[config.mk]
export PLATFORM = sky130hd
export DESIGN_NAME = mem_1r1w_masked_rmw_32x64
export DESIGN_NICKNAME = d
export VERILOG_FILES = /design/src/rtl/mem_lower_pkg.sv /design/src/rtl/mem_mask_merge.sv /design/src/rtl/mem_1r1w_masked_rmw_32x64.sv
export SDC_FILE = /design/constraint.sdc
export NUM_CORES = 1
export LEC_CHECK = 0
export CAP_MARGIN = 0
export CORE_MARGIN = 8
export CORE_UTILIZATION = 55
export DETAILED_ROUTE_END_ITERATION = 8
export DONT_BUFFER_PORTS = 1
export HOLD_SLACK_MARGIN = 0.02
export PLACE_DENSITY = 0.7
export SLEW_MARGIN = 10
export SYNTH_ARGS = -nofsm -noshare
export SYNTH_HDL_FRONTEND = slang
export SYNTH_HIERARCHICAL = 1
export SYNTH_SLANG_ARGS = --single-unit
[constraint.sdc]
create_clock -name clock -period 2 [get_ports clock]
set_input_delay 0.3 -clock clock [delete_from_list [all_inputs] [get_ports clock]]
set_output_delay 0.3 -clock clock [all_outputs]
set_load 0.02 [all_outputs]
[src/rtl/mem_lower_pkg.sv]
// Shared definitions for the masked read-modify-write memory wrapper.
//   state_e    : RMW sequencer states (IDLE -> RD -> WR -> IDLE)
//   ADDR_W     : macro address width
//   LANES      : mask lanes per word at the default geometry
//   lane_merge : reference lane merge at the default geometry (64b, 8b lanes)
package mem_lower_pkg;

  typedef enum logic [1:0] {
    ST_IDLE = 2'd0,
    ST_RD   = 2'd1,
    ST_WR   = 2'd2
  } state_e;

  localparam int ADDR_W = 5;
  localparam int LANES  = 8;
  localparam int LANE_W = 8;

  function automatic logic [LANES*LANE_W-1:0] lane_merge(
    input logic [LANES*LANE_W-1:0] data,
    input logic [LANES*LANE_W-1:0] old,
    input logic [LANES-1:0]        mask
  );
    logic [LANES*LANE_W-1:0] r;
    r = old;
    for (int i = 0; i < LANES; i++) begin
      if (mask[i]) r[i*LANE_W +: LANE_W] = data[i*LANE_W +: LANE_W];
    end
    return r;
  endfunction

endpackage

[src/rtl/mem_mask_merge.sv]
// Combinational lane merge: each MASK_GRAN-bit lane of merged takes the new
// data where its mask bit is set, otherwise keeps the old word's lane.
//   data   : new write data
//   old    : current word read from the macro
//   mask   : one bit per lane
//   merged : word to write back
module mem_mask_merge #(
  parameter int WIDTH     = 64,
  parameter int MASK_GRAN = 8
) (
  input  logic [WIDTH-1:0]           data,
  input  logic [WIDTH-1:0]           old,
  input  logic [WIDTH/MASK_GRAN-1:0] mask,
  output logic [WIDTH-1:0]           merged
);

  localparam int NL = WIDTH / MASK_GRAN;

  for (genvar i = 0; i < NL; i++) begin : g_lane
    assign merged[i*MASK_GRAN +: MASK_GRAN] = mask[i] ? data[i*MASK_GRAN +: MASK_GRAN]
                                                      : old[i*MASK_GRAN +: MASK_GRAN];
  end

endmodule

[src/rtl/mem_1r1w_masked_rmw_32x64.sv]
// Masked-write 1R1W memory built on an unmasked 1R1W macro (1-cycle read
// latency). Masked writes run read-modify-write: IDLE accepts, RD reads the
// old word on port A, WR writes the merged word on port B.
// Ports:
//   clock, reset          : rising-edge clock, synchronous active-high reset
//   R0_addr/en/ready/data : read port; data valid the cycle after acceptance
//   W0_addr/en/data/mask  : masked write port, W0_ready = accept
//   AA/CENA/QA            : macro read port (CENA active low)
//   AB/CENB/DB            : macro write port (CENB active low)
// Optional feature: define MEM_RMW_FULLMASK_BYPASS_EN to write all-ones-mask
// writes straight into the macro in the acceptance cycle.
module mem_1r1w_masked_rmw_32x64
  import mem_lower_pkg::*;
#(
  parameter int DEPTH     = 32,
  parameter int WIDTH     = 64,
  parameter int MASK_GRAN = 8
) (
  input  logic                       clock,
  input  logic                       reset,
  input  logic [ADDR_W-1:0]          R0_addr,
  input  logic                       R0_en,
  output logic                       R0_ready,
  output logic [WIDTH-1:0]           R0_data,
  input  logic [ADDR_W-1:0]          W0_addr,
  input  logic                       W0_en,
  input  logic [WIDTH-1:0]           W0_data,
  input  logic [WIDTH/MASK_GRAN-1:0] W0_mask,
  output logic                       W0_ready,
  output logic [ADDR_W-1:0]          AA,
  output logic                       CENA,
  input  logic [WIDTH-1:0]           QA,
  output logic [ADDR_W-1:0]          AB,
  output logic                       CENB,
  output logic [WIDTH-1:0]           DB
);

  localparam int NL = WIDTH / MASK_GRAN;

  if (DEPTH > (1 << ADDR_W)) begin : g_depth_chk
    $error("DEPTH does not fit in ADDR_W address bits");
  end

  state_e            state_q, state_d;
  logic [ADDR_W-1:0] addr_q, addr_d;
  logic [WIDTH-1:0]  data_q, data_d;
  logic [NL-1:0]     mask_q, mask_d;
  logic              byp_sel_q, byp_sel_d;
  logic [WIDTH-1:0]  byp_data_q, byp_data_d;
  logic [WIDTH-1:0]  merged;
  logic              rd_acc;

  // QA holds the word fetched in RD throughout the WR cycle.
  mem_mask_merge #(.WIDTH(WIDTH), .MASK_GRAN(MASK_GRAN)) u_merge (
    .data   (data_q),
    .old    (QA),
    .mask   (mask_q),
    .merged (merged)
  );

  always_comb begin
    state_d    = state_q;
    addr_d     = addr_q;
    data_d     = data_q;
    mask_d     = mask_q;
    byp_sel_d  = 1'b0;
    byp_data_d = byp_data_q;
    CENA       = 1'b1;
    AA         = '0;
    CENB       = 1'b1;
    AB         = '0;
    DB         = '0;
    R0_ready   = 1'b0;
    W0_ready   = 1'b0;
    rd_acc     = 1'b0;
    // Everything is held idle while reset is high so a write caught
    // mid-sequence never reaches the macro.
    if (!reset) begin
      R0_ready = (state_q != ST_RD);
      W0_ready = (state_q == ST_IDLE);
      rd_acc   = R0_en && R0_ready;
      if (rd_acc) begin
        CENA = 1'b0;
        AA   = R0_addr;
      end
      case (state_q)
        ST_IDLE: begin
          if (W0_en) begin
`ifdef MEM_RMW_FULLMASK_BYPASS_EN
            if (&W0_mask) begin
              CENB = 1'b0;
              AB   = W0_addr;
              DB   = W0_data;
            end else begin
              addr_d  = W0_addr;
              data_d  = W0_data;
              mask_d  = W0_mask;
              state_d = ST_RD;
            end
`else
            addr_d  = W0_addr;
            data_d  = W0_data;
            mask_d  = W0_mask;
            state_d = ST_RD;
`endif
          end
        end
        ST_RD: begin
          CENA    = 1'b0;
          AA      = addr_q;
          state_d = ST_WR;
        end
        ST_WR: begin
          CENB    = 1'b0;
          AB      = addr_q;
          DB      = merged;
          state_d = ST_IDLE;
          // Port A would return the stale word next cycle; forward the merge.
          if (rd_acc && (R0_addr == addr_q)) begin
            byp_sel_d  = 1'b1;
            byp_data_d = merged;
          end
        end
        default: state_d = ST_IDLE;
      endcase
    end
  end

  always_ff @(posedge clock) begin
    if (reset) begin
      state_q    <= ST_IDLE;
      addr_q     <= '0;
      data_q     <= '0;
      mask_q     <= '0;
      byp_sel_q  <= 1'b0;
      byp_data_q <= '0;
    end else begin
      state_q    <= state_d;
      addr_q     <= addr_d;
      data_q     <= data_d;
      mask_q     <= mask_d;
      byp_sel_q  <= byp_sel_d;
      byp_data_q <= byp_data_d;
    end
  end

  assign R0_data = byp_sel_q ? byp_data_q : QA;

endmodule

==> flow_metrics.env <==
export IMPL_slew_headroom=0.659
export IMPL_synth_top_cell_area_share=0.378
export IMPL_syn_area_um2=7620
export IMPL_fin_worst_skew_ns=0.00605
export IMPL_drc=0
export IMPL_min_path_type="input pin to register"
export IMPL_clock_path_buffers=2
export IMPL_fillers=1023
export IMPL_yosysUniqueCellTypes=27
export IMPL_drt_pass1_iter_count=5
export IMPL_grt_usage=0.259
export IMPL_clock_latency_ns=0.42
export IMPL_worstPathArrival_ns=1.66
export IMPL_drv_slew=0
export IMPL_postSynthAreaPerCell_um2=8.70
export IMPL_gp_congestion=0.833
export IMPL_yosysTopAreaCell="dfxtp_1"
export IMPL_critPathKind="register to output port"
export IMPL_crit_path_end_kind="output port"
export IMPL_synthTopCellsByArea="dfxtp_1 38%, mux2_4 13%, mux2_2 9.5%, a21oi_1 9.3%, nand2_1 7.7%"
export IMPL_critPathLaunchType="register"
export IMPL_p_leak_nw=3.75
export IMPL_p_int_w=0.00605
export IMPL_max_cap_violations=0
export IMPL_drive_above_1_share=0.301
export IMPL_htree_num_levels=4
export IMPL_cts_sinks=144
export IMPL_ios=292
export IMPL_synth_most_common_cell="nand2_1"
export IMPL_num_vias=6776
export IMPL_pre_cts_ws_ns=0.0391
export IMPL_power_frac_comb=0.142
export IMPL_drt_iter0_drc=467
export IMPL_finalNonFillerCells=1115
export IMPL_finalSetupViolations=0
export IMPL_fmax_ghz=0.509
export IMPL_rrSetupSlack_ns=0.06
export IMPL_grt_overflow=0
export IMPL_synth_edf_count=0
export IMPL_fin_ws_ns=0.0353
export IMPL_antenna_cells=0
export IMPL_pwr_density_cell_nw_per_um2=836
export IMPL_period_share=0.982
export IMPL_clk_pin_slew_ns=0.06
export IMPL_startpoint="state_q[1]$_SDFFE_PP0P_"
export IMPL_fp_dieH_um=134
export IMPL_status="complete, no violations"
export IMPL_initial_core_util=0.555
export IMPL_viasPerCell=6.08
export IMPL_path_max_fanout=17
export IMPL_cts_tree="yes"
export IMPL_avgRoutedWirePerCell_um=22.8
export IMPL_ys_seq_area_frac=0.378
export IMPL_switchingPower_w=0.00189
export IMPL_power_frac_seq=0.385
export IMPL_die_width_um=134
export IMPL_hold_viol=0
export IMPL_ys_async_sr_fraction=0
export IMPL_grt_pass1_wl_mm=37.1
export IMPL_wirelength_mm=25.4
export IMPL_port_buffers=0
export IMPL_synth_ff_type="dfxtp_1"
export IMPL_ys_seq_elements=144
export IMPL_tightest_slew_ns=0.511
export IMPL_grt_pass1_vias=6904
export IMPL_swShare=0.238
export IMPL_required_ns=1.70
export IMPL_pwr_share_clk=0.473
export IMPL_ir_worst_vdd_uv=536
export IMPL_syn2layout_area_growth_pct=24.5
export IMPL_cts_inserted_buffers=17
export IMPL_syn_nets=1026
export IMPL_dp_hpwl_mm=15.6
export IMPL_antenna_found_initial=0
export IMPL_reg2reg_depth=6
export IMPL_cts_root_buf="clkbuf_16"
export IMPL_core_rowCount=43
export IMPL_dieArea_um2=17900
export IMPL_regToRegEndpoint="data_q[63]$_SDFFE_PP0P_"
export IMPL_ant_nets=0
export IMPL_synth_warnings=6
export IMPL_num_nets_final=1073
export IMPL_synth_common_cells="156 x nand2_1, 144 x dfxtp_1, 141 x a21oi_1"
export IMPL_cp_endpoint="DB[2]"
export IMPL_min_period_ns=1.96
export IMPL_r2r_start="state_q[1]$_SDFFE_PP0P_"
export IMPL_grt_max_degree=148
export IMPL_dp_cells=998
export IMPL_syn_inst=876
export IMPL_coreArea_um2=13700
-- power by group through the flow --
stage	Combinational [W]	Clock, W	Sequential (W)
global placement	0.000867	0	0.00311
detailed placement	0.000884	0	0.00312
global route	0.00119	0.00391	0.00307
CTS	0.00103	0.00378	0.00305
finish	0.00112	0.00375	0.00306
floorplan	0.000785	0	0.00307
-- layout by cell type, fill, tap and decap left out, drive strengths merged --
master | synthesis | layout
inv | 1 | 2
o21bai | 1 | 1
a22o | 5 | 5
and2 | 73 | 73
nand3b | 1 | 1
o21ai | 64 | 64
or4 | 1 | 1
clkinv | 0 | 2
mux2 | 128 | 128
nor2b | 2 | 2
nor2 | 2 | 2
nor4 | 2 | 2
or3 | 1 | 1
dlygate4sd3 | 0 | 79
buf | 37 | 29
nand2 | 156 | 156
nor3 | 1 | 1
xnor2 | 2 | 2
xor2 | 3 | 3
a21oi | 141 | 141
clkbuf | 46 | 24
dfxtp | 144 | 144
nand3 | 64 | 64
nor3b | 1 | 1
bufinv | 0 | 7
-- final cells by class --
cell class	count	area [um^2]	share of cell area
clock buffers	21	470	0.0496
inverters	1	3.75	0.000396
multi-input cells	648	4440	0.468
clock inverters	10	229	0.0241
repair buffers	111	1230	0.129
well taps	180	225	0.0237
flip-flops and latches	144	2900	0.305
-- routing by layer --
metal	part of all wire	global-route usage
met5	0	0
met4	0.037	0.114
met3	0.10	0.0968
met2	0.49	0.454
met1	0.37	0.272
-- cells by family (layout without fill, tap and decap cells) --
kind of cell / after synthesis / in the layout / synth area share
compound gates: 211 / 211 / 0.141
buf+inv: 84 / 143 / 0.0626
simple gates: 304 / 304 / 0.191
flops: 144 / 144 / 0.378
mux: 128 / 128 / 0.221
xor+xnor: 5 / 5 / 0.00575
-- worst min-delay path by stage --
stage                     cells past startpoint  start                          end
final                                         2  reset      state_q[1]$_SDFFE_PP0P_
after global routing                          2  reset      state_q[1]$_SDFFE_PP0P_
after CTS                                     1  reset  byp_data_q[33]$_SDFFE_PP0P_
after detailed placement                      1  reset      data_q[43]$_SDFFE_PP0P_
after global placement                        1  reset      data_q[49]$_SDFFE_PP0P_
after floorplan                               1  W0_en      state_q[0]$_SDFFE_PP0P_
-- registers in the layout, indices dropped and copies added, names as in the netlist --
name,flops
state_q,2
byp_data_q,64
data_q,64
addr_q,5
mask_q,8
byp_sel_q,1
-- through the flow --
step	hold slack (ns)	util	instance area (um^2)	TNS (ns)	power [W]
after global placement	0.382	0.558	7660	0	0.00398
after detailed placement	0.385	0.558	7660	0	0.00400
after CTS	-0.0517	0.678	9300	-0.466	0.00787
after global routing	0.125	0.691	9490	-0.436	0.00816
final	0.188	0.691	9490	0	0.00793
after floorplan	0.422	-	7620	0	0.00386
-- critical path, cell delays in order, from the launching register on --
cell       delay, ns
dfxtp_2         0.41
nor3b_4         0.23
buf_4           0.18
clkbuf_16       0.21
and2_4          0.20
-- timing repair --
action	in CTS	in global routing
resized for setup	79	51
pin swaps	0	0
setup buffers	1	1
hold endpoints to repair	143	64
hold buffers	79	1
cloned	1	3
endpoints found under the setup margin	74	107
Note: power is estimated with default switching activity, not from simulation.
